[config.mk]
export PLATFORM = sky130hd
export DESIGN_NAME = mult_div_unit
export DESIGN_NICKNAME = d
export VERILOG_FILES = /design/src/rtl/mips_pkg.sv /design/src/rtl/md_datapath.sv /design/src/rtl/mult_div_unit.sv
export SDC_FILE = /design/constraint.sdc
export NUM_CORES = 1
export LEC_CHECK = 0
export CELL_PAD_IN_SITES_DETAIL_PLACEMENT = 0
export CELL_PAD_IN_SITES_GLOBAL_PLACEMENT = 1
export CORE_ASPECT_RATIO = 0.9
export CORE_MARGIN = 4
export CORE_UTILIZATION = 45
export CTS_CLUSTER_SIZE = 25
export DETAILED_ROUTE_END_ITERATION = 6
export GPL_TIMING_DRIVEN = 1
export PLACE_DENSITY = 0.88
export SYNTH_ARGS = -nofsm -noshare
export SYNTH_HDL_FRONTEND = slang
export SYNTH_SLANG_ARGS = --single-unit
[constraint.sdc]
create_clock -name clk -period 7.92 [get_ports clk]
set_input_delay 1.584 -clock clk [delete_from_list [all_inputs] [get_ports clk]]
set_output_delay 1.584 -clock clk [all_outputs]
set_load 0.005 [all_outputs]
[src/rtl/mips_pkg.sv]
// Shared definitions for the multiply/divide engine: op codes, FSM states, sizes.
package mips_pkg;

    localparam int unsigned MD_W       = 32;
    localparam int unsigned MD_ITER    = 32;
    localparam int unsigned MD_LATENCY = 34;

    // Matches funct[1:0] of MULT/MULTU/DIV/DIVU (0x18-0x1B)
    localparam logic [1:0] MD_MULT  = 2'b00;
    localparam logic [1:0] MD_MULTU = 2'b01;
    localparam logic [1:0] MD_DIV   = 2'b10;
    localparam logic [1:0] MD_DIVU  = 2'b11;

    typedef enum logic [1:0] {
        IDLE = 2'd0,
        RUN  = 2'd1,
        FIX  = 2'd2,
        DONE = 2'd3
    } md_state_t;

    // Two's-complement magnitude; 0x80000000 stays 0x80000000 as an unsigned value
    function automatic logic [MD_W-1:0] md_abs(input logic [MD_W-1:0] v, input logic is_signed);
        return (is_signed && v[MD_W-1]) ? (~v + MD_W'(1)) : v;
    endfunction

    function automatic logic [MD_W-1:0] md_neg32(input logic [MD_W-1:0] v);
        return ~v + MD_W'(1);
    endfunction

    function automatic logic [2*MD_W-1:0] md_neg64(input logic [2*MD_W-1:0] v);
        return ~v + (2*MD_W)'(1);
    endfunction

endpackage

[src/rtl/md_datapath.sv]
// Combinational per-iteration step (shift-add / restoring trial-subtract) and final sign fixup.
module md_datapath
    import mips_pkg::*;
(
    input  logic                is_div_i,
    input  logic [2*MD_W-1:0]   acc_i,
    input  logic [MD_W-1:0]     a_mag_i,
    input  logic [MD_W-1:0]     b_mag_i,
    input  logic                sign_a_i,
    input  logic                sign_b_i,
    output logic [2*MD_W-1:0]   step_o,
    output logic [2*MD_W-1:0]   fix_o
);

    logic [MD_W:0]       mul_sum;
    logic [2*MD_W-1:0]   mul_next;
    logic                div_ge;
    logic [MD_W-1:0]     div_rem;
    logic [2*MD_W-1:0]   div_next;
    logic                res_neg;
    logic [MD_W-1:0]     quot_fix;
    logic [MD_W-1:0]     rem_fix;
    logic [MD_W-1:0]     dividend_raw;
    logic [2*MD_W-1:0]   mul_fix;
    logic [2*MD_W-1:0]   div_fix;

    // One iteration: multiply adds multiplicand into the upper half then shifts right;
    // divide shifts {rem,quot} left and keeps the trial subtraction when it does not underflow
    always_comb begin
        mul_sum  = {1'b0, acc_i[2*MD_W-1:MD_W]} + (acc_i[0] ? {1'b0, a_mag_i} : (MD_W+1)'(0));
        mul_next = {mul_sum, acc_i[MD_W-1:1]};

        div_ge   = (acc_i[2*MD_W-1:MD_W-1] >= {1'b0, b_mag_i});
        div_rem  = acc_i[2*MD_W-2:MD_W-1] - b_mag_i;
        div_next = div_ge ? {div_rem, acc_i[MD_W-2:0], 1'b1}
                          : {acc_i[2*MD_W-2:0], 1'b0};

        step_o   = is_div_i ? div_next : mul_next;
    end

    // Sign correction and packing; divide-by-zero returns the dividend as supplied with all-ones quotient
    always_comb begin
        res_neg      = sign_a_i ^ sign_b_i;
        mul_fix      = res_neg ? md_neg64(acc_i) : acc_i;
        quot_fix     = res_neg ? md_neg32(acc_i[MD_W-1:0]) : acc_i[MD_W-1:0];
        rem_fix      = sign_a_i ? md_neg32(acc_i[2*MD_W-1:MD_W]) : acc_i[2*MD_W-1:MD_W];
        dividend_raw = sign_a_i ? md_neg32(a_mag_i) : a_mag_i;

        if (b_mag_i == '0) begin
            div_fix = {dividend_raw, {MD_W{1'b1}}};
        end else begin
            div_fix = {rem_fix, quot_fix};
        end

        fix_o = is_div_i ? div_fix : mul_fix;
    end

endmodule

[src/rtl/mult_div_unit.sv]
// Iterative MULT/MULTU/DIV/DIVU engine producing {HI,LO} with a one-cycle write strobe.
module mult_div_unit
    import mips_pkg::*;
#(
    parameter int unsigned ITER = MD_ITER
) (
    input  logic                clk,
    input  logic                reset,
    input  logic                start,
    input  logic [1:0]          op,
    input  logic [MD_W-1:0]     rs_data,
    input  logic [MD_W-1:0]     rt_data,
    output logic                busy,
    output logic                done,
    output logic                hi_en,
    output logic                lo_en,
    output logic [2*MD_W-1:0]   result
);

    localparam int unsigned CW = (ITER > 1) ? $clog2(ITER) : 1;

    md_state_t            state_q, state_d;
    logic [CW-1:0]        cnt_q, cnt_d;
    logic [2*MD_W-1:0]    acc_q, acc_d;
    logic [MD_W-1:0]      a_mag_q, a_mag_d;
    logic [MD_W-1:0]      b_mag_q, b_mag_d;
    logic                 is_div_q, is_div_d;
    logic                 sign_a_q, sign_a_d;
    logic                 sign_b_q, sign_b_d;
    logic [2*MD_W-1:0]    result_q, result_d;
    logic                 busy_q, busy_d;
    logic                 done_q, done_d;

    logic                 op_signed;
    logic [MD_W-1:0]      rs_mag;
    logic [MD_W-1:0]      rt_mag;
    logic [2*MD_W-1:0]    step;
    logic [2*MD_W-1:0]    fix;

    assign op_signed = ~op[0];
    assign rs_mag    = md_abs(rs_data, op_signed);
    assign rt_mag    = md_abs(rt_data, op_signed);

    md_datapath u_datapath (
        .is_div_i (is_div_q),
        .acc_i    (acc_q),
        .a_mag_i  (a_mag_q),
        .b_mag_i  (b_mag_q),
        .sign_a_i (sign_a_q),
        .sign_b_i (sign_b_q),
        .step_o   (step),
        .fix_o    (fix)
    );

    // Next-state, datapath loads and registered output values
    always_comb begin
        state_d  = state_q;
        cnt_d    = cnt_q;
        acc_d    = acc_q;
        a_mag_d  = a_mag_q;
        b_mag_d  = b_mag_q;
        is_div_d = is_div_q;
        sign_a_d = sign_a_q;
        sign_b_d = sign_b_q;
        result_d = result_q;

        unique case (state_q)
            IDLE: begin
                if (start) begin
                    is_div_d = op[1];
                    a_mag_d  = rs_mag;
                    b_mag_d  = rt_mag;
                    sign_a_d = op_signed & rs_data[MD_W-1];
                    sign_b_d = op_signed & rt_data[MD_W-1];
                    acc_d    = {{MD_W{1'b0}}, (op[1] ? rs_mag : rt_mag)};
                    cnt_d    = '0;
                    state_d  = RUN;
                end
            end
            RUN: begin
                acc_d = step;
                if (cnt_q == CW'(ITER - 1)) begin
                    cnt_d   = '0;
                    state_d = FIX;
                end else begin
                    cnt_d   = cnt_q + CW'(1);
                end
            end
            FIX: begin
                result_d = fix;
                state_d  = DONE;
            end
            DONE: begin
                state_d = IDLE;
            end
            default: begin
                state_d = IDLE;
            end
        endcase

        busy_d = (state_d == RUN) || (state_d == FIX);
        done_d = (state_d == DONE);
    end

    // State and datapath registers; reset aborts any operation without a done pulse
    always_ff @(posedge clk or posedge reset) begin
        if (reset) begin
            state_q  <= IDLE;
            cnt_q    <= '0;
            acc_q    <= '0;
            a_mag_q  <= '0;
            b_mag_q  <= '0;
            is_div_q <= 1'b0;
            sign_a_q <= 1'b0;
            sign_b_q <= 1'b0;
            result_q <= '0;
            busy_q   <= 1'b0;
            done_q   <= 1'b0;
        end else begin
            state_q  <= state_d;
            cnt_q    <= cnt_d;
            acc_q    <= acc_d;
            a_mag_q  <= a_mag_d;
            b_mag_q  <= b_mag_d;
            is_div_q <= is_div_d;
            sign_a_q <= sign_a_d;
            sign_b_q <= sign_b_d;
            result_q <= result_d;
            busy_q   <= busy_d;
            done_q   <= done_d;
        end
    end

    assign busy   = busy_q;
    assign done   = done_q;
    assign hi_en  = done_q;
    assign lo_en  = done_q;
    assign result = result_q;

endmodule
## Word level (Yosys, flattened, before mapping)

Index checks and enable logic that the tools add are counted.

- Register bits: 204
- Latch bits: 0
- RAM bits: 0
- ROM bits: 0
- Output and inout port bits: 68
- Word-level logic and storage cells: 67
- Memories: 0

- Add/sub/neg operators: 9
- Multiply operators: 0
- Divide/modulo/power cells: 0
- $lt $le $gt $ge: 1
- Eq/ne operators: 8
- Shifts and indexed selects: 0
- Muxes and demuxes: 20
- Bitwise gates (word level): 10
- Reduce and logical (&&, ||, !) cells: 8

Operator list:

| cell | count |
|---|---|
| 2-to-1 mux 64 bit | 6 |
| 2-to-1 mux 32 bit | 7 |
| adder 32 x 1 -> 32 bit (second input constant) | 5 |
| inverter 32 bit | 5 |
| case mux 64 bit (2 select lines) | 1 |
| adder 64 x 1 -> 64 bit (second input constant) | 1 |
| inverter 64 bit | 1 |
| adder 32 x 33 -> 33 bit | 1 |
| greater-or-equal comparator 33 x 32 -> 1 bit | 1 |
| zero test 32 bit | 1 |
| subtractor 32 bit | 1 |
| 2-to-1 mux 5 bit | 2 |
| case mux 5 bit (2 select lines) | 1 |
| == test 2 bit (second input constant) | 4 |
| case mux 2 bit (4 select lines) | 1 |
| adder 5 x 1 -> 5 bit (second input constant) | 1 |
| == test 5 bit (second input constant) | 1 |
| == test 2 x 1 -> 1 bit (second input constant) | 2 |
| 2-to-1 mux 2 bit | 2 |
| AND reduction 2 bit | 2 |
| AND 1 bit | 2 |
| logical AND 1 bit | 2 |
| zero test 2 bit | 1 |
| != test 2 bit (second input constant) | 1 |
| 4 further kinds | 4 |

## Longest topological paths before layout

- Word-level depth: 6
- Gate-level depth with buffers: 14
- Gate-level depth less buffers: 14

## By module

A second synthesis with hierarchy kept.

- Cells, all modules: 2135
- Area total of the unflattened synthesis: 17435.5 µm²

By module, submodules not included:

| module | times used | cells each | area each (µm²) | sequential area each (µm²) |
|---|---|---|---|---|
| mult_div_unit | 1 | 877 | 9460.3 | 5104.9 |
| md_datapath | 1 | 1258 | 7975.1 | 0.0 |

## Worst setup path before layout

No wires, ideal clock.

- Path type: input to register
- Start: in rs_data[21]
- End: reg acc_q[29]
- Data arrival time: 3.579 ns
- Data required time: 7.778 ns
- Slack: 4.199 ns
- Stages on the path: 9
- Path buffers: 0
- Cells stage by stage: or4_1 nor4_1 nand3b_1 or3_1 o31ai_1 xor2_1 nand2_1 o21ai_0 o221ai_1

- Longest elaborated chain between the ends: 6

Ends and longest elaborated chain:

| element | line | RTL |
|---|---|---|
| start: declaration | mult_div_unit.sv:11 | `input logic [MD_W-1:0] rs_data,` |
| inverter 32 bit | mips_pkg.sv:23 | `return (is_signed && v[MD_W-1]) ? (~v + MD_W'(1)) : v;` |
| adder 32 x 1 -> 32 bit | mips_pkg.sv:23 |  |
| 2-to-1 mux 32 bit | mips_pkg.sv:23 |  |
| 2-to-1 mux 32 bit | mult_div_unit.sv:75 | `acc_d = {{MD_W{1'b0}}, (op[1] ? rs_mag : rt_mag)};` |
| 2-to-1 mux 64 bit | mult_div_unit.sv:69 | `if (start) begin` |
| case mux 64 bit (2 select lines) | mult_div_unit.sv:67 | `unique case (state_q)` |
| end signal: assignment | mult_div_unit.sv:110 | `acc_q <= '0;` |
| end signal: assignment | mult_div_unit.sv:122 | `acc_q <= acc_d;` |
| end: declaration | mult_div_unit.sv:24 | `logic [2*MD_W-1:0] acc_q, acc_d;` |

No other way between the ends. The select of a mux whose other input is x is not followed.
A chain may end at the register's enable or synchronous reset.

## Worst setup path in the final report

- Start: reg acc_q[0]
- End: reg acc_q[61]

- Longest elaborated chain between the ends: 4

Ends and longest elaborated chain:

| element | line | RTL |
|---|---|---|
| 2-to-1 mux 32 bit | md_datapath.sv:30 | `mul_sum = {1'b0, acc_i[2*MD_W-1:MD_W]} + (acc_i[0] ? {1'b0, a_mag_i} : (MD_W+1)'(0));` |
| adder 32 x 33 -> 33 bit | md_datapath.sv:30 |  |
| 2-to-1 mux 64 bit | md_datapath.sv:38 | `step_o = is_div_i ? div_next : mul_next;` |
| case mux 64 bit (2 select lines) | mult_div_unit.sv:67 |  |

No other way between the ends.

==> summary.md <==
| Metric | Value |
|---|---|
| GRT Total Usage | between 20% and 30% |
| Synth async-reset ratio | 100% |
| Worst reg2reg endpoint | acc_q[61]$_DFFE_PP0P_ |
| Min cycle time layout | between 4 and 5 ns |
| Worst-path clk slew | roughly 0.07 ns |
| Antenna cells | 0 |
| Row count | 66 |
| DRT iter0 DRCs | between 1,500 and 2,000 |
| Largest net degree at the start of global routing | 99 |
| Reg2reg start | acc_q[0]$_DFFE_PP0P_ |
| Avg WL per Cell | about 22 um |
| Leakage | about 8 nW |
| IO Count | ~140 |
| Critical path required time | between 8 and 9 ns |
| Cells after synthesis | 2,124 |
| Area Growth Syn to Fin | 14.3% |
| Synthesized cell area | ~17,000 sq um |
| Most frequent CP cell | o21ai_0 |
| Post-Layout Cell Count | approximately 2,700 |
| Drt pass-1 iters | 5 |
| Worst setup path endpoint | acc_q[61]$_DFFE_PP0P_ |
| Syn Area/Cell | ~7.9 sq um |
| H-tree level count | 1 |
| Post-CTS setup buffer count | 0 |
| Measured slew at the worst slew-check pin | roughly 1.1 ns |
| Sequential area share after synthesis | a little under a third |
| CTS tree | built |
| Die H | 191 um |
| Root Driver | clkbuf_16 |
| Drt drc | 0 |
| Initial antenna violation count | 1 |
| Worst Setup Start Kind | register |
| Skew-Pair Late Insertion Delay | between 0.5 and 0.6 ns |
| Cts hold-fix bufs | 0 |
| Critical Path Sink Type | register |
| WP data arrival | 4.80 ns |
| Synthesized Nets | about 2,300 |
| Max Clk Rate | 0.227 GHz |
| Ys flop type | dfrtp_1 |
| DP HPWL | 45.4 mm |
| Nets | between 2,000 and 2,500 |
| Filler cell count | 3,499 |
| Rel. slew slack | ~28% |
| Status | finished, final reports clean |
| VDD IR max | between 0.15 and 0.2 mV |
| Power Total | roughly 9.5 mW |
| GPL Wtd Cong | about 0.96 |
| PortBufs | about 140 |
| Post-DRT Antenna Nets | 0 |
| Cts bufs inserted | 25 |
| Final Hold Vio Count | 0 |
| Max-cap violations | 0 |
| Critical Path Slowest Stage Cell | dfrtp_1 |
| Final setup fails | 0 |
| Die ar. | 40,500 sq um |
| Clock buffer depth | 3 |
| Critical path startpoint | acc_q[0]$_DFFE_PP0P_ |
| Path type of the worst setup path | register to register |
| Core ar. | around 37,000 sq um |
| #FFs+latches synth | approximately 200 |
| Vias | 16,300 |
| Yosys cell types | 80 |
| DR vias/cell | around 6 |
| Place WS | 3.21 ns |
| Layout cells sized above 1 | under 10% |
| Hold Crit Start | result[42]$_DFFE_PP0N_ |
| CP max FO | 35 |
| PnR worst setup slack | between 3 and 4 ns |
| Drt total wl | between 50 and 60 mm |
| Max Slew Vio Count | 0 |
| Starting Density | 46.1% |
| R2r setup slk | approximately 3.5 ns |
| Worst path max stage delay | about 1.0 ns |
| R2R cell count | 14 |
| Cell chain of the critical path | inv_1 -> nor2_1 -> ha_1 -> inv_1 -> fa_1 -> nand2b_1 -> a21oi_1 -> o21ai_0 -> a21oi_1 -> o21ai_0 -> o21ai_0 -> a31o_2 -> xnor2_1 -> o221ai_1 |
| Worst hold path class | register to register |
| Clock Sinks | ~200 |
| Placed Cells | roughly 2,600 |
| Die X | between 200 and 250 um |
| Yosys Warn Count | 0 |
| Post-CTS sizing | 0 |
| RSZ-0062 raised after global routing | no |
| Final Skew | between 0.015 and 0.02 ns |
| First-pass GRT wire length | about 90 mm |
| Final Cycle Share | 55.6% |
| PwrDens | approximately 500 nW/um^2 |
| Total Negative Setup Slacks | 0 ns |
| Number of global-route vias before repair | between 15,000 and 20,000 |
| Total grt overflow | 0 |
| EDFF count, synth | 0 |
==> critical path: cells and delay by family, from the launching register on <==
family / cells / cell delay [ns]
simple gates: 2 / 0.41
flops: 1 / 1.02
buf+inv: 2 / 0.41
xor+xnor: 1 / 0.14
compound gates: 7 / 1.62
fa+ha+maj: 2 / 0.64
==> synth_stat cells (27+ instances only) <==
library cell  count  area share, %
a21oi_1         187            5.6
and2_1           35            1.3
clkbuf_1        125            2.8
dfrtp_1         204             30
ha_1             71            5.3
inv_1            74            1.7
mux2i_1          65            3.9
nand2_1         238            5.3
nand3_1          27           0.80
nor2_1          183            4.1
nor3_1           32           0.95
nor4_1           28            1.0
o21ai_0         232            6.9
o31ai_1          37            1.7
xnor2_1         134            7.0
xor2_1          100            5.2
==> through the flow <==
stage | hold slack, ns | utilization, % | cell area (sq um)
after CTS | 0.478 | 52.7 | 19200
after global placement | 0.458 | 50.3 | 18400
after global routing | 0.497 | 52.7 | 19200
after detailed placement | 0.464 | 50.3 | 18400
after floorplan | 0.465 | - | 16800
final | 0.474 | 52.7 | 19200
==> area by class of cell <==
class / instances / area [sq um] / share of cell area, %
clock inverters: 11 / 136 / 0.710
repair buffers: 155 / 1500 / 7.80
flip-flops and latches: 204 / 5110 / 26.6
clock buffers: 33 / 706 / 3.67
well taps: 476 / 596 / 3.10
inverters: 75 / 289 / 1.50
multi-input cells: 1698 / 10900 / 56.6
==> cells by family after synthesis <==
family | after synthesis | synth area share [%]
adder cells (fa/ha/maj) | 73 | 5.52
buffers and inverters | 222 | 5.18
multiplexers | 71 | 4.34
AO/OA/AOI/OAI | 658 | 23.7
flip-flops | 204 | 30.4
XOR/XNOR | 234 | 12.2
AND/OR/NAND/NOR | 662 | 18.7
==> report_power, final <==
group | switching, mW | internal, mW
sequential | 0.937 | 1.55
clock | 0.482 | 0.721
combinational | 3.29 | 2.52
total | 4.70 | 4.80
==> metal layers <==
metal	wire length [um]	track usage (%)	vias up
li1	-	-	7627
met1	27300	42.8	7925
met2	25300	41.4	677
met3	4940	4.55	94
met4	1620	7.33	0
met5	0	0	-
==> registers in the layout, summed over array words and instances, names as in the netlist <==
name and cells:
acc_q 64, result 64, a_mag_q 32, b_mag_q 32, cnt_q 5, state_q 2, busy 1, done 1
is_div_q 1, sign_a_q 1, sign_b_q 1
==> layout by cell type (no fill, tap or decap), types with 25 or more instances in the layout <==
cell / netlist / final
xnor2_1: 134 / 133
nand2_1: 238 / 237
xor2_1: 100 / 99
ha_1: 71 / 71
o21ai_0: 232 / 232
nor2_1: 183 / 180
nand3_1: 27 / 27
and2_1: 35 / 35
clkbuf_16: 0 / 25
nor4_1: 28 / 28
dfrtp_1: 204 / 203
a21oi_1: 187 / 186
nor3_1: 32 / 32
mux2i_1: 65 / 65
clkdlybuf4s50_1: 0 / 135
inv_1: 74 / 73
o31ai_1: 37 / 37
==> how the worst min path moves through the flow <==
stage / endpoint / cells past startpoint
6_report: result[42]$_DFFE_PP0N_ / 2
3_3_place_gp: result[42]$_DFFE_PP0N_ / 2
5_1_grt: result[39]$_DFFE_PP0N_ / 2
2_1_floorplan: cnt_q[2]$_DFFE_PP0P_ / 1
3_5_place_dp: result[42]$_DFFE_PP0N_ / 2
4_1_cts: result[42]$_DFFE_PP0N_ / 2
(Power assumes the default switching activity.)
